[config.mk]
export PLATFORM = sky130hd
export DESIGN_NAME = div_iter
export DESIGN_NICKNAME = d
export VERILOG_FILES = /design/src/rtl/div_iter_pkg.sv /design/src/rtl/div_step.sv /design/src/rtl/div_iter.sv
export SDC_FILE = /design/constraint.sdc
export NUM_CORES = 1
export LEC_CHECK = 0
export BUFFER_PORTS_ARGS = -buffer_cell sky130_fd_sc_hd__buf_4
export CAP_MARGIN = 20
export CORE_MARGIN = 8
export CORE_UTILIZATION = 50
export DETAILED_ROUTE_END_ITERATION = 8
export GPL_TIMING_DRIVEN = 0
export PLACE_DENSITY = 0.69
export SLEW_MARGIN = 10
export SYNTH_ARGS = -nofsm -noshare
export SYNTH_HDL_FRONTEND = slang
export SYNTH_HIERARCHICAL = 1
export SYNTH_SLANG_ARGS = --single-unit
[constraint.sdc]
create_clock -name clk -period 6.9 [get_ports clk]
set_input_delay 1.38 -clock clk [delete_from_list [all_inputs] [get_ports clk]]
set_output_delay 1.38 -clock clk [all_outputs]
set_load 0.03 [all_outputs]
[src/rtl/div_iter_pkg.sv]
// Shared definitions for the iterative divider: ALU control encodings,
// FSM state type and the default operand width.
package div_iter_pkg;

  localparam int unsigned DIV_WIDTH = 32;

  localparam logic [7:0] ALU_CTRL_DIV  = 8'h1a;
  localparam logic [7:0] ALU_CTRL_DIVU = 8'h1b;

  typedef enum logic [1:0] {
    IDLE = 2'd0,
    BUSY = 2'd1,
    DONE = 2'd2
  } divState_e;

endpackage

[src/rtl/div_step.sv]
// One restoring radix-2 division step on unsigned magnitudes.
module div_step #(
  parameter int unsigned WIDTH = 32
) (
  input  logic [WIDTH-1:0] rem,
  input  logic [WIDTH-1:0] quo,
  input  logic [WIDTH-1:0] divisor,
  output logic [WIDTH-1:0] remNext,
  output logic [WIDTH-1:0] quoNext
);

  logic [WIDTH:0] shifted;
  logic [WIDTH:0] trial;

  // rem < divisor holds between steps, so the extra top bit of trial
  // is a clean borrow flag.
  assign shifted = {rem, quo[WIDTH-1]};
  assign trial   = shifted - {1'b0, divisor};

  always_comb begin
    quoNext = {quo[WIDTH-2:0], ~trial[WIDTH]};
    remNext = trial[WIDTH] ? shifted[WIDTH-1:0] : trial[WIDTH-1:0];
  end

endmodule

[src/rtl/div_iter.sv]
// Iterative DIV/DIVU unit for the execute stage: stalls the pipe while
// dividing and pulses valid_o with {remainder, quotient} for HI/LO.
module div_iter
  import div_iter_pkg::*;
#(
  parameter int unsigned WIDTH = DIV_WIDTH,
  parameter int unsigned CNT_W = 6
) (
  input  logic               clk,
  input  logic               rst,
  input  logic               start_i,
  input  logic               signed_i,
  input  logic [WIDTH-1:0]   a_i,
  input  logic [WIDTH-1:0]   b_i,
  input  logic               annul_i,
  output logic               stall_o,
  output logic               valid_o,
  output logic [2*WIDTH-1:0] result_o
);

  divState_e        state;
  logic [CNT_W-1:0] count;
  logic [WIDTH-1:0] rem, quo, divisor, dividendRaw;
  logic             negQuo, negRem, divByZero, validQ;
  logic [WIDTH-1:0] remNext, quoNext, absA, absB, quoFinal, remFinal;
  logic             negA, negB, lastStep;

  assign negA     = signed_i & a_i[WIDTH-1];
  assign negB     = signed_i & b_i[WIDTH-1];
  assign absA     = negA ? -a_i : a_i;
  assign absB     = negB ? -b_i : b_i;
  assign lastStep = (count == CNT_W'(WIDTH - 1));

  always_comb begin
    quoFinal = negQuo ? -quoNext : quoNext;
    remFinal = negRem ? -remNext : remNext;
  end

  // annul_i masks both handshake outputs combinationally so a flushed
  // divide neither holds the pipe nor writes HI/LO in that same cycle.
  assign stall_o = rst & ~annul_i &
                   (((state == IDLE) & start_i) | (state == BUSY));
  assign valid_o = validQ & ~annul_i;

  div_step #(.WIDTH(WIDTH)) uStep (
    .rem     (rem),
    .quo     (quo),
    .divisor (divisor),
    .remNext (remNext),
    .quoNext (quoNext)
  );

  always_ff @(posedge clk or negedge rst) begin
    if (!rst) begin
      state       <= IDLE;
      count       <= '0;
      rem         <= '0;
      quo         <= '0;
      divisor     <= '0;
      dividendRaw <= '0;
      negQuo      <= 1'b0;
      negRem      <= 1'b0;
      divByZero   <= 1'b0;
      validQ      <= 1'b0;
      result_o    <= '0;
    end else if (annul_i) begin
      state  <= IDLE;
      count  <= '0;
      validQ <= 1'b0;
    end else begin
      case (state)
        IDLE: begin
          validQ <= 1'b0;
          if (start_i) begin
            quo         <= absA;
            rem         <= '0;
            divisor     <= absB;
            dividendRaw <= a_i;
            negQuo      <= negA ^ negB;
            negRem      <= negA;
            divByZero   <= (b_i == '0);
            count       <= '0;
            state       <= BUSY;
          end
        end
        BUSY: begin
          rem   <= remNext;
          quo   <= quoNext;
          count <= count + CNT_W'(1);
          if (lastStep) begin
            state    <= DONE;
            validQ   <= 1'b1;
            result_o <= divByZero ? {dividendRaw, {WIDTH{1'b1}}}
                                  : {remFinal, quoFinal};
          end
        end
        DONE: begin
          // The divide instruction is still in execute here; its start_i
          // must not launch a second operation.
          validQ <= 1'b0;
          state  <= IDLE;
        end
        default: begin
          validQ <= 1'b0;
          state  <= IDLE;
        end
      endcase
    end
  end

endmodule

==> impl_metrics.csv, run 1 <==
group,metric,value,unit
placed_design,detailedPlace.worstSlack,1230,ps
placed_design,io_buffers,133,
yosys,synth_edf_count,0,
clocking,cts_made_buffers,24,
floorplanning,pin_count,135,
clocking,postCtsSetupBuffers,0,
setup_path,crit_type,"reg -> reg",
global_route,grt_max_degree,74,
yosys,yosysTopAreaCell,"dfrtp_1",
floorplanning,initial_core_util,0.508,
setup_path,end_kind,"flip-flop",
power_and_ir_drop,power_density,472,nW/µm²
timing,finalSetupViolations,0,
timing,setup_ws,1100,ps
cells_and_area,stdcell_count,2075,
clocking,ctsHoldBuffers,0,
yosys,netlist-cell-type-count,81,
yosys,synth-async-reset-ratio,1.00,
clocking,cts_root_buffer,"clkbuf_16",
min_path,whs_path_depth,2,
floorplanning,die-area,31900,µm²
timing,fin_crit_sh,0.841,
setup_path,r2r_cells,22,
floorplanning,coreArea,26100,µm²
placed_design,hpwl,33800,µm
yosys,syn_nets,1668,
run_status,status,"finished, final reports clean",
routing,vias_per_cell,5.94,
timing,worst_hold_slack,475,ps
timing,slew_headroom,0.306,
cells_and_area,multiInputGateArea,7290,µm²
cells_and_area,n_fill_cell,2410,
setup_path,cp.depth,22,
timing,finalMaxSlewViolations,0,
global_route,overflow,0,
cells_and_area,final_layout_size_suffix_gt1_frac,0.152,
setup_path,critPathCapture,"result_o[58]",
placed_design,postPlaceCellArea,14700,µm²
yosys,synth_seq_cells,204,
timing,rsz0062_at_grt,"false",
cells_and_area,seq_area,5100,µm²
routing,totalWireLength,43000,µm
clocking,clkLatencyLatePin,550,ps
setup_path,cp_slowest_cell,"nor4_1",
setup_path,worstPathArrival,6210,ps
setup_path,crit_path_start_kind,"flip-flop",
yosys,ys_seq_area_frac,0.386,
yosys,synth_area,13200,µm²
timing,fin_tns_setup,0,ps
setup_path,crit_start,"quo[31]",
clocking,cts_tree,"built",
setup_path,crit_chain,"inv_1 -> ha_1 -> fa_1 -> and2b_1 -> o2111ai_2 -> a21oi_2 -> o2111ai_1 -> a211oi_2 -> nor2_4 -> mux2i_4 -> and2_4 -> buf_12 -> inv_8 -> buf_12 -> mux2_4 -> nor4_1 -> nand4_1 -> clkbuf_1 -> nor4_1 -> nor3_1 -> nor3b_1 -> o21ai_0",
floorplanning,dieHeight,179,µm
yosys,yosys-top-cells-count,"263 x nand2_1, 204 x dfrtp_1, 171 x o21ai_0",
setup_path,r2r-start,"quo[31]",
global_route,grt_pass1_wl,66300,µm
cells_and_area,final_core_util,0.593,
clocking,clock-sinks,204,
setup_path,worst-path-buf-inv,5,
timing,worst_clock_skew,31.1,ps
power_and_ir_drop,p_leak,7.05,nW
placed_design,routabilityCongestion,0.971,
power_and_ir_drop,irDropWorstVdd,0.276,mV
setup_path,reg2reg_to,"result_o[58]",
timing,max_clock_freq,0.172,GHz
yosys,yosysMostFrequentCell,"nand2_1",
global_route,grt_usage,0.265,
global_route,grt_pass1_vias,11800,
run,drv_cap,0,
cells_and_area,fin_area,15500,µm²
power_and_ir_drop,p_total,7.29,mW
routing,drt_iter0_markers,1194,
min_path,min_path_type,"reg -> reg",
floorplanning,rows,59,
floorplanning,die_x,179,µm
yosys,synth.top_cell.area_share,0.386,
setup_path,r2r_slack,1100,ps
setup_path,crit_required,7310,ps
timing,min_period,5800,ps
clocking,htreeDepth,1,
yosys,synthTopCellsByArea,"dfrtp_1 39%, nand2_1 7.5%, o21ai_0 6.5%",
yosys,avgSynthCellArea,8.48,µm²
routing,ant_nets,0,
clocking,clock_path_buffers,3,
cells_and_area,area_growth,16.9,%
yosys,yosysWarningCount,6,
yosys,dominantRegCellSynth,"dfrtp_1",
clocking,path_clk_slew,60,ps
setup_path,path_max_fanout,10,
global_route,antenna_found_initial,0,
clocking,ctsResizeCount,0,
routing,vias,12300,
placed_design,dp.cells,2032,
timing,max_slew.worst_pin.slew,1030,ps
timing,final-hold-violation-count,0,
routing,wl_per_cell,20.7,µm
setup_path,crit_path_max_incr_delay,430,ps
yosys,synth_cells,1561,
setup_path,crit_family,"simple AND/OR/NAND/NOR gates",
routing,route.detailed.drc,0,
cells_and_area,antenna_cells,0,
cells_and_area,nNetsFinal,1830,
routing,drt-pass1-iter-count,5,
[power breakdown]
part | switching [mW] | internal (mW)
clock network | 0.531 | 0.695
registers | 0.190 | 1.45
logic | 2.59 | 1.84
total | 3.31 | 3.98
[cells in the final DEF (no fill, tap or decap), types with 10 or more instances in the layout]
cell       Yosys  routed
buf_4         34     166
or3_1         17      17
or4_1         12      12
clkbuf_1      67      73
xnor2_1       65      65
ha_1          37      37
a31oi_1       19      19
o41ai_1       21      21
o21ai_0      171     171
and3_1        10      10
nand3_1       24      24
a21oi_1       96      96
nor3_1        28      28
a22o_1        17      17
inv_1         47      47
mux2_4        19      19
nor2_1       123     123
nor4_1        16      16
o31ai_1       35      35
nand2_1      263     263
nand4_1       10      10
xor2_1        75      75
clkbuf_16      0      24
a21o_1        17      17
dfrtp_1      204     204
[worst min-delay path, cell delays in order (launching register included)]
cell and delay (ps):
dfrtp_1 340, nand2_1 50, nand2_1 50
[worst min-delay path by stage]
stage | endpoint | from
6_report | dividendRaw[22] | dividendRaw[22]
5_1_grt | dividendRaw[22] | dividendRaw[22]
4_1_cts | dividendRaw[30] | dividendRaw[30]
3_5_place_dp | dividendRaw[30] | dividendRaw[30]
3_3_place_gp | dividendRaw[29] | dividendRaw[29]
2_1_floorplan | dividendRaw[14] | dividendRaw[14]
[layer usage]
metal | track usage | wire [µm] | up-vias
met1 | 0.380 | 19600 | 5968
met2 | 0.405 | 19000 | 493
met5 | 0 | 0 | -
met4 | 0.0872 | 1260 | 0
li1 | - | - | 5790
met3 | 0.0404 | 3200 | 82
[sequential cells by signal, summed over array words and instances, names as in the netlist]
register and count:
count 6, divByZero 1, dividendRaw 32, divisor 32
negQuo 1, negRem 1, quo 32, rem 32
result_o 64, state 2, validQ 1
[final cells by class]
cell class | count | area share
inverter | 50 | 0.0126
tap | 335 | 0.0271
buffer | 113 | 0.0413
clock buffer | 35 | 0.0448
timing repair buffer | 136 | 0.0689
multi-input combinational | 1194 | 0.472
clock inverter | 8 | 0.00348
sequential | 204 | 0.330
[cell families after synthesis]
group,after synthesis,share of synthesized area
AO/OA/AOI/OAI,434,0.202
flip-flops,204,0.386
XOR/XNOR,140,0.0927
AND/OR/NAND/NOR,552,0.189
buffers and inverters,163,0.0630
multiplexers,30,0.0313
adder cells (fa/ha/maj),38,0.0365
No activity file was read; power rests on OpenSTA's default activity.
==> run 2, diff against run 1 <==
clock period = 5.6 ns   (was 6.9 ns; I/O delays follow)
==> run 2 against run 1 <==
Combinational power is 26% higher. Count of clock-buffer cells in the layout is the same. Sequential share of layout area fell by 0.13 points. Die area is the same. Critical endpoint is now result_o[43]. Largest power group unchanged.
==> impl_metrics.csv, run 2 (synthesis gave the netlist of run 1 again) <==
group,metric,value,unit
power_and_ir_drop,p_seq_frac,0.223,
run_status,status,"finished, final reports clean",
floorplanning,pin_count,135,
clocking,htreeDepth,1,
setup_path,r2r_slack,180,ps
power_and_ir_drop,clkPwrFrac,0.166,
global_route,use_met1,0.379,
global_route,met2_usage,0.404,
timing,fin_tns_setup,0,ps
setup_path,crit_type,"reg -> reg",
cells_and_area,area_growth,17.3,%
timing,setup_ws,182,ps
cells_and_area,largest_register_ffs,64,
floorplanning,dieHeight,179,µm
cells_and_area,antenna_cells,0,
clocking,clkLatencyLatePin,540,ps
power_and_ir_drop,power.net_switching,4.15,mW
placed_design,postPlaceCellArea,14700,µm²
clocking,cts_made_buffers,24,
setup_path,worst-path-buf-inv,3,
min_path,min_path_type,"reg -> reg",
setup_path,cp_slowest_cell,"or4_1",
cells_and_area,final_common_cell,"nand2_1",
setup_path,crit_start,"quo[31]",
global_route,grt_max_degree,74,
cells_and_area,fin_area,15500,µm²
power_and_ir_drop,irDropWorstVdd,0.341,mV
routing,route.detailed.drc,0,
timing,finalSetupViolations,0,
setup_path,crit_chain,"inv_1 -> ha_1 -> fa_1 -> and2b_1 -> o2111ai_2 -> a21oi_2 -> o2111ai_2 -> a211oi_2 -> nor2_4 -> mux2i_4 -> and2_4 -> buf_12 -> inv_8 -> mux2_2 -> or4_1 -> or4_4 -> o21ai_0 -> xor2_1 -> o21ai_0 -> mux2_2",
power_and_ir_drop,switching_share,0.456,
clocking,path_clk_slew,60,ps
setup_path,crit_family,"simple AND/OR/NAND/NOR gates",
floorplanning,die-area,31900,µm²
routing,vias,12300,
global_route,grt_util_met3,0.0428,
floorplanning,die_x,179,µm
routing,drt-pass1-iter-count,6,
cells_and_area,final_layout_size_suffix_gt1_frac,0.158,
global_route,overflow,0,
placed_design,hpwl,33800,µm
setup_path,worstPathArrival,5840,ps
setup_path,r2r-start,"quo[31]",
setup_path,end_kind,"flip-flop",
timing,max_slew.worst_pin.slew,976,ps
power_and_ir_drop,p_int,4.95,mW
clocking,clock-sinks,204,
routing,totalWireLength,43200,µm
cells_and_area,stdcell_count,2076,
setup_path,reg2reg_to,"result_o[43]",
clocking,clock_path_buffers,3,
placed_design,io_buffers,133,
min_path,hp-start,"dividendRaw[30]",
routing,drt_iter0_markers,1143,
timing,worst_clock_skew,23.8,ps
global_route,grt_usage,0.266,
placed_design,detailedPlace.worstSlack,-72.6,ps
global_route,grt-busiest-layer,"met2",
clocking,ctsHoldBuffers,0,
setup_path,crit_path_start_kind,"flip-flop",
timing,rsz0062_at_grt,"false",
setup_path,path_max_fanout,10,
cells_and_area,mostFrequentLayoutCells,"263 x nand2_1, 204 x dfrtp_1, 171 x o21ai_0",
global_route,grt_pass1_vias,11800,
floorplanning,rows,59,
cells_and_area,regMostFlops,"result_o",
setup_path,crit_required,6020,ps
min_path,whs_endpoint,"dividendRaw[30]",
cells_and_area,nNetsFinal,1831,
placed_design,routabilityCongestion,0.971,
clocking,cts_tree,"built",
power_and_ir_drop,power_density,586,nW/µm²
routing,vias_per_cell,5.92,
power_and_ir_drop,p_comb_frac,0.612,
routing,ant_nets,0,
floorplanning,initial_core_util,0.508,
min_path,whs_path_depth,2,
global_route,grt_pass1_wl,66500,µm
power_and_ir_drop,p_leak,7.07,nW
cells_and_area,final_core_util,0.596,
global_route,antenna_found_initial,0,
timing,fin_crit_sh,0.967,
clocking,cts_root_buffer,"clkbuf_16",
setup_path,r2r_cells,20,
routing,wl_per_cell,20.8,µm
timing,max_clock_freq,0.185,GHz
timing,slew_headroom,0.343,
setup_path,crit_path_max_incr_delay,590,ps
floorplanning,coreArea,26100,µm²
run,drv_cap,0,
timing,final-hold-violation-count,0,
timing,min_period,5420,ps
placed_design,dp.cells,2032,
timing,finalMaxSlewViolations,0,
[run 2: worst max path at each step]
stage,to,cells past startpoint,slack [ps]
floorplan,result_o[43],20,730
finish,result_o[43],20,180
global route,result_o[43],20,30
global placement,result_o[58],21,-40
detailed placement,result_o[58],22,-70
CTS,result_o[61],21,120
[run 2: power by group through the flow]
stage	registers (mW)	logic, mW	clock network [mW]
2_1_floorplan	1.96	4.07	0
3_3_place_gp	2.04	5.26	0
3_5_place_dp	2.04	5.33	0
4_1_cts	2.02	5.38	1.52
5_1_grt	2.06	6.04	1.58
6_report	2.02	5.56	1.51
[run 2: stage by stage]
stage               hold slack [ps]  power [mW]
floorplan                       438        6.03
global placement                456        7.30
detailed placement              458        7.37
CTS                             472        8.92
global route                    498        9.69
finish                          473        9.09
[run 2: repair_timing]
item / CTS / global route
pin swaps: 0 / 2
hold endpoints to repair: 0 / 0
setup buffers: 1 / 0
endpoints found under the setup margin: 2 / 14
gates resized for setup: 1 / 9
[run 2: routing by layer]
layer  vias to the layer above  routed length (µm)
met5                         -                   0
met3                        84                3400
li1                       5786                   -
met1                      5929               19400
met2                       494               19100
met4                         0                1300
[run 2: area by class of cell]
cell class              count  area (µm²)
plain buffers             113         639
flip-flops and latches    204        5100
repair buffers            137        1070
inverters                  50         195
clock buffers              35         692
clock inverters             8        53.8
multi-input cells        1194        7340
well taps                 335         419
fillers                  2406       10500
[run 2: worst reg2reg max path: cells and delay by family (launching register included)]
family,cells,cell delay [ps]
muxes,3,940
and+or+nand+nor,5,1690
xor gates and xnor gates,1,170
adders and majority gates,2,620
DFF,1,360
buffers and inverters,3,270
AOI/OAI and AO/OA,6,1270
==> run 3, diff against run 2 <==
CTS_BUF_LIST = sky130_fd_sc_hd__clkbuf_4 sky130_fd_sc_hd__clkbuf_8   (was default)
SETUP_SLACK_MARGIN = 0.1   (was default)
==> run 3 against run 2 <==
Clock power is 6% higher. Cell count is 1.2% higher. Largest cell class unchanged. Critical path depth stayed put. Clock skew is 6.2 ps lower. Routed wire length hardly changed. Worst hold slack worse by 3.6 ps. Design area is 0.66% higher. Global-route usage is 0.10 points higher. First-iteration DRC count is 1.6% higher. Worst setup slack better by 77 ps. Count of clock-buffer cells in the layout is 28 higher. Sequential share of layout area is 0.22 points lower.
==> impl_metrics.csv, run 3 (synthesis gave the netlist of run 1 again) <==
group,metric,value,unit
placed_design,routabilityCongestion,0.971,
cells_and_area,final_common_cell,"nand2_1",
floorplanning,rows,59,
setup_path,r2r_cells,20,
timing,rsz0062_at_grt,"false",
setup_path,crit_family,"simple AND/OR/NAND/NOR gates",
timing,final-hold-violation-count,0,
cells_and_area,final_layout_size_suffix_gt1_frac,0.173,
floorplanning,pin_count,135,
cells_and_area,regMostFlops,"result_o",
floorplanning,die-area,31900,µm²
routing,route.detailed.drc,0,
setup_path,crit_required,6020,ps
setup_path,crit_chain,"inv_1 -> ha_1 -> fa_1 -> and2b_1 -> o2111ai_2 -> a21oi_2 -> o2111ai_2 -> a211oi_2 -> nor2_4 -> mux2i_4 -> and2_4 -> buf_12 -> inv_8 -> mux2_2 -> or4_1 -> or4_4 -> o21ai_1 -> xor2_1 -> o21ai_0 -> mux2_2",
power_and_ir_drop,p_int,5.03,mW
clocking,clkLatencyLatePin,540,ps
min_path,min_path_type,"reg -> reg",
min_path,whs_path_depth,2,
routing,ant_nets,0,
power_and_ir_drop,p_comb_frac,0.605,
routing,drt_iter0_markers,1161,
global_route,grt_pass1_wl,66700,µm
power_and_ir_drop,power.net_switching,4.14,mW
cells_and_area,n_fill_cell,2429,
global_route,overflow,0,
timing,finalSetupViolations,0,
setup_path,end_kind,"flip-flop",
timing,slew_headroom,0.316,
routing,totalWireLength,43200,µm
run,drv_cap,0,
global_route,grt_usage,0.267,
run_status,status,"finished, final reports clean",
timing,max_slew.worst_pin.slew,1010,ps
power_and_ir_drop,irDropWorstVdd,0.295,mV
timing,fin_tns_setup,0,ps
clocking,cts_tree,"built",
routing,wl_per_cell,20.5,µm
clocking,cts_made_buffers,39,
cells_and_area,final_core_util,0.600,
power_and_ir_drop,p_seq_frac,0.221,
setup_path,crit_path_start_kind,"flip-flop",
setup_path,r2r-start,"quo[31]",
setup_path,reg2reg_to,"result_o[43]",
floorplanning,coreArea,26100,µm²
placed_design,hpwl,33800,µm
setup_path,worst-path-buf-inv,3,
setup_path,worstPathArrival,5760,ps
global_route,grt_max_degree,74,
floorplanning,dieHeight,179,µm
timing,max_clock_freq,0.187,GHz
global_route,grt_pass1_vias,11900,
min_path,hp-start,"dividendRaw[30]",
cells_and_area,area_growth,18.1,%
routing,vias_per_cell,5.86,
floorplanning,die_x,179,µm
setup_path,crit_type,"reg -> reg",
min_path,whs_endpoint,"dividendRaw[30]",
cells_and_area,mostFrequentLayoutCells,"263 x nand2_1, 204 x dfrtp_1, 169 x o21ai_0",
power_and_ir_drop,switching_share,0.452,
timing,fin_crit_sh,0.954,
clocking,clock_path_buffers,3,
clocking,clock-sinks,204,
setup_path,path_max_fanout,10,
placed_design,io_buffers,133,
setup_path,r2r_slack,260,ps
routing,drt-pass1-iter-count,6,
power_and_ir_drop,clkPwrFrac,0.174,
power_and_ir_drop,power_density,587,nW/µm²
timing,finalMaxSlewViolations,0,
floorplanning,initial_core_util,0.508,
setup_path,cp_slowest_cell,"or4_1",
setup_path,crit_path_max_incr_delay,610,ps
timing,worst_hold_slack,470,ps
power_and_ir_drop,p_leak,7.15,nW
cells_and_area,antenna_cells,0,
routing,vias,12300,
timing,min_period,5340,ps
cells_and_area,nNetsFinal,1846,
clocking,path_clk_slew,60,ps
cells_and_area,largest_register_ffs,64,
clocking,cts_root_buffer,"clkbuf_8",
timing,worst_clock_skew,17.6,ps
clocking,htreeDepth,2,
global_route,antenna_found_initial,1,
[run 3: changes by cell type in the layout (fill, tap and decap cells not counted), sizes merged]
cell / previous run / this run
inv: 48 / 49
clkbuf: 102 / 130
clkinv: 9 / 4
bufinv: 0 / 1
[run 3: cell type report]
cell class,instances,area [µm²],share of cell area
inverter,50,195,0.0125
buffer,113,639,0.0409
timing repair buffer,137,1070,0.0687
tap,335,419,0.0268
multi-input combinational,1194,7340,0.470
clock inverter,5,56.3,0.00360
sequential,204,5100,0.327
clock buffer,63,792,0.0507
[run 3: worst max-delay path by stage]
| stage | startpoint | end | slack (ps) | depth (start not counted) |
|---|---|---|---|---|
| floorplan | quo[31] | result_o[43] | 730 | 20 |
| global placement | quo[31] | result_o[58] | -40 | 21 |
| detailed placement | quo[31] | result_o[58] | -70 | 22 |
| CTS | quo[31] | result_o[61] | 100 | 21 |
| global route | quo[31] | result_o[58] | 100 | 21 |
| finish | quo[31] | result_o[43] | 260 | 20 |
[run 3: through the flow]
step | instances | total power [mW] | cell area (µm²) | setup slack [ps]
6_report | 2101 | 9.17 | 15600 | 259
5_1_grt | 2101 | 9.80 | 15600 | 103
4_1_cts | 2101 | 9.01 | 15600 | 104
3_5_place_dp | 2032 | 7.37 | 14700 | -72.6
3_3_place_gp | 2029 | 7.30 | 14600 | -38.3
2_1_floorplan | 1561 | 6.03 | 13200 | 730
[run 3: worst register-to-register path: stages, from the launching register on]
cell,delay [ps]
dfrtp_1,370
inv_1,50
ha_1,220
fa_1,400
and2b_1,240
o2111ai_2,140
a21oi_2,240
o2111ai_2,220
a211oi_2,320
nor2_4,110
mux2i_4,230
and2_4,180
buf_12,140
inv_8,80
mux2_2,390
or4_1,610
or4_4,550
o21ai_1,170
xor2_1,160
o21ai_0,120
mux2_2,290
[run 3: routing by layer]
metal	wire, µm	part of all wire	track usage	up-vias
met5	13	0.00030	0	-
met4	1320	0.031	0.0923	2
met3	3500	0.081	0.0478	95
met2	19000	0.44	0.402	503
met1	19400	0.45	0.380	5882
li1	-	-	-	5826
[run 3: power groups by stage]
stage          Combinational, mW  Sequential, mW  Clock [mW]
2_1_floorplan               4.07            1.96           0
3_3_place_gp                5.26            2.04           0
3_5_place_dp                5.33            2.04           0
4_1_cts                     5.37            2.02        1.62
5_1_grt                     6.04            2.06        1.69
6_report                    5.55            2.03        1.60
[run 3: what timing repair did]
action	4_1_cts	5_1_grt
gates resized for setup	1	11
hold buffers	0	0
setup buffers	1	0
gates cloned	0	0
pin swaps	0	3
setup endpoints to repair	8	24
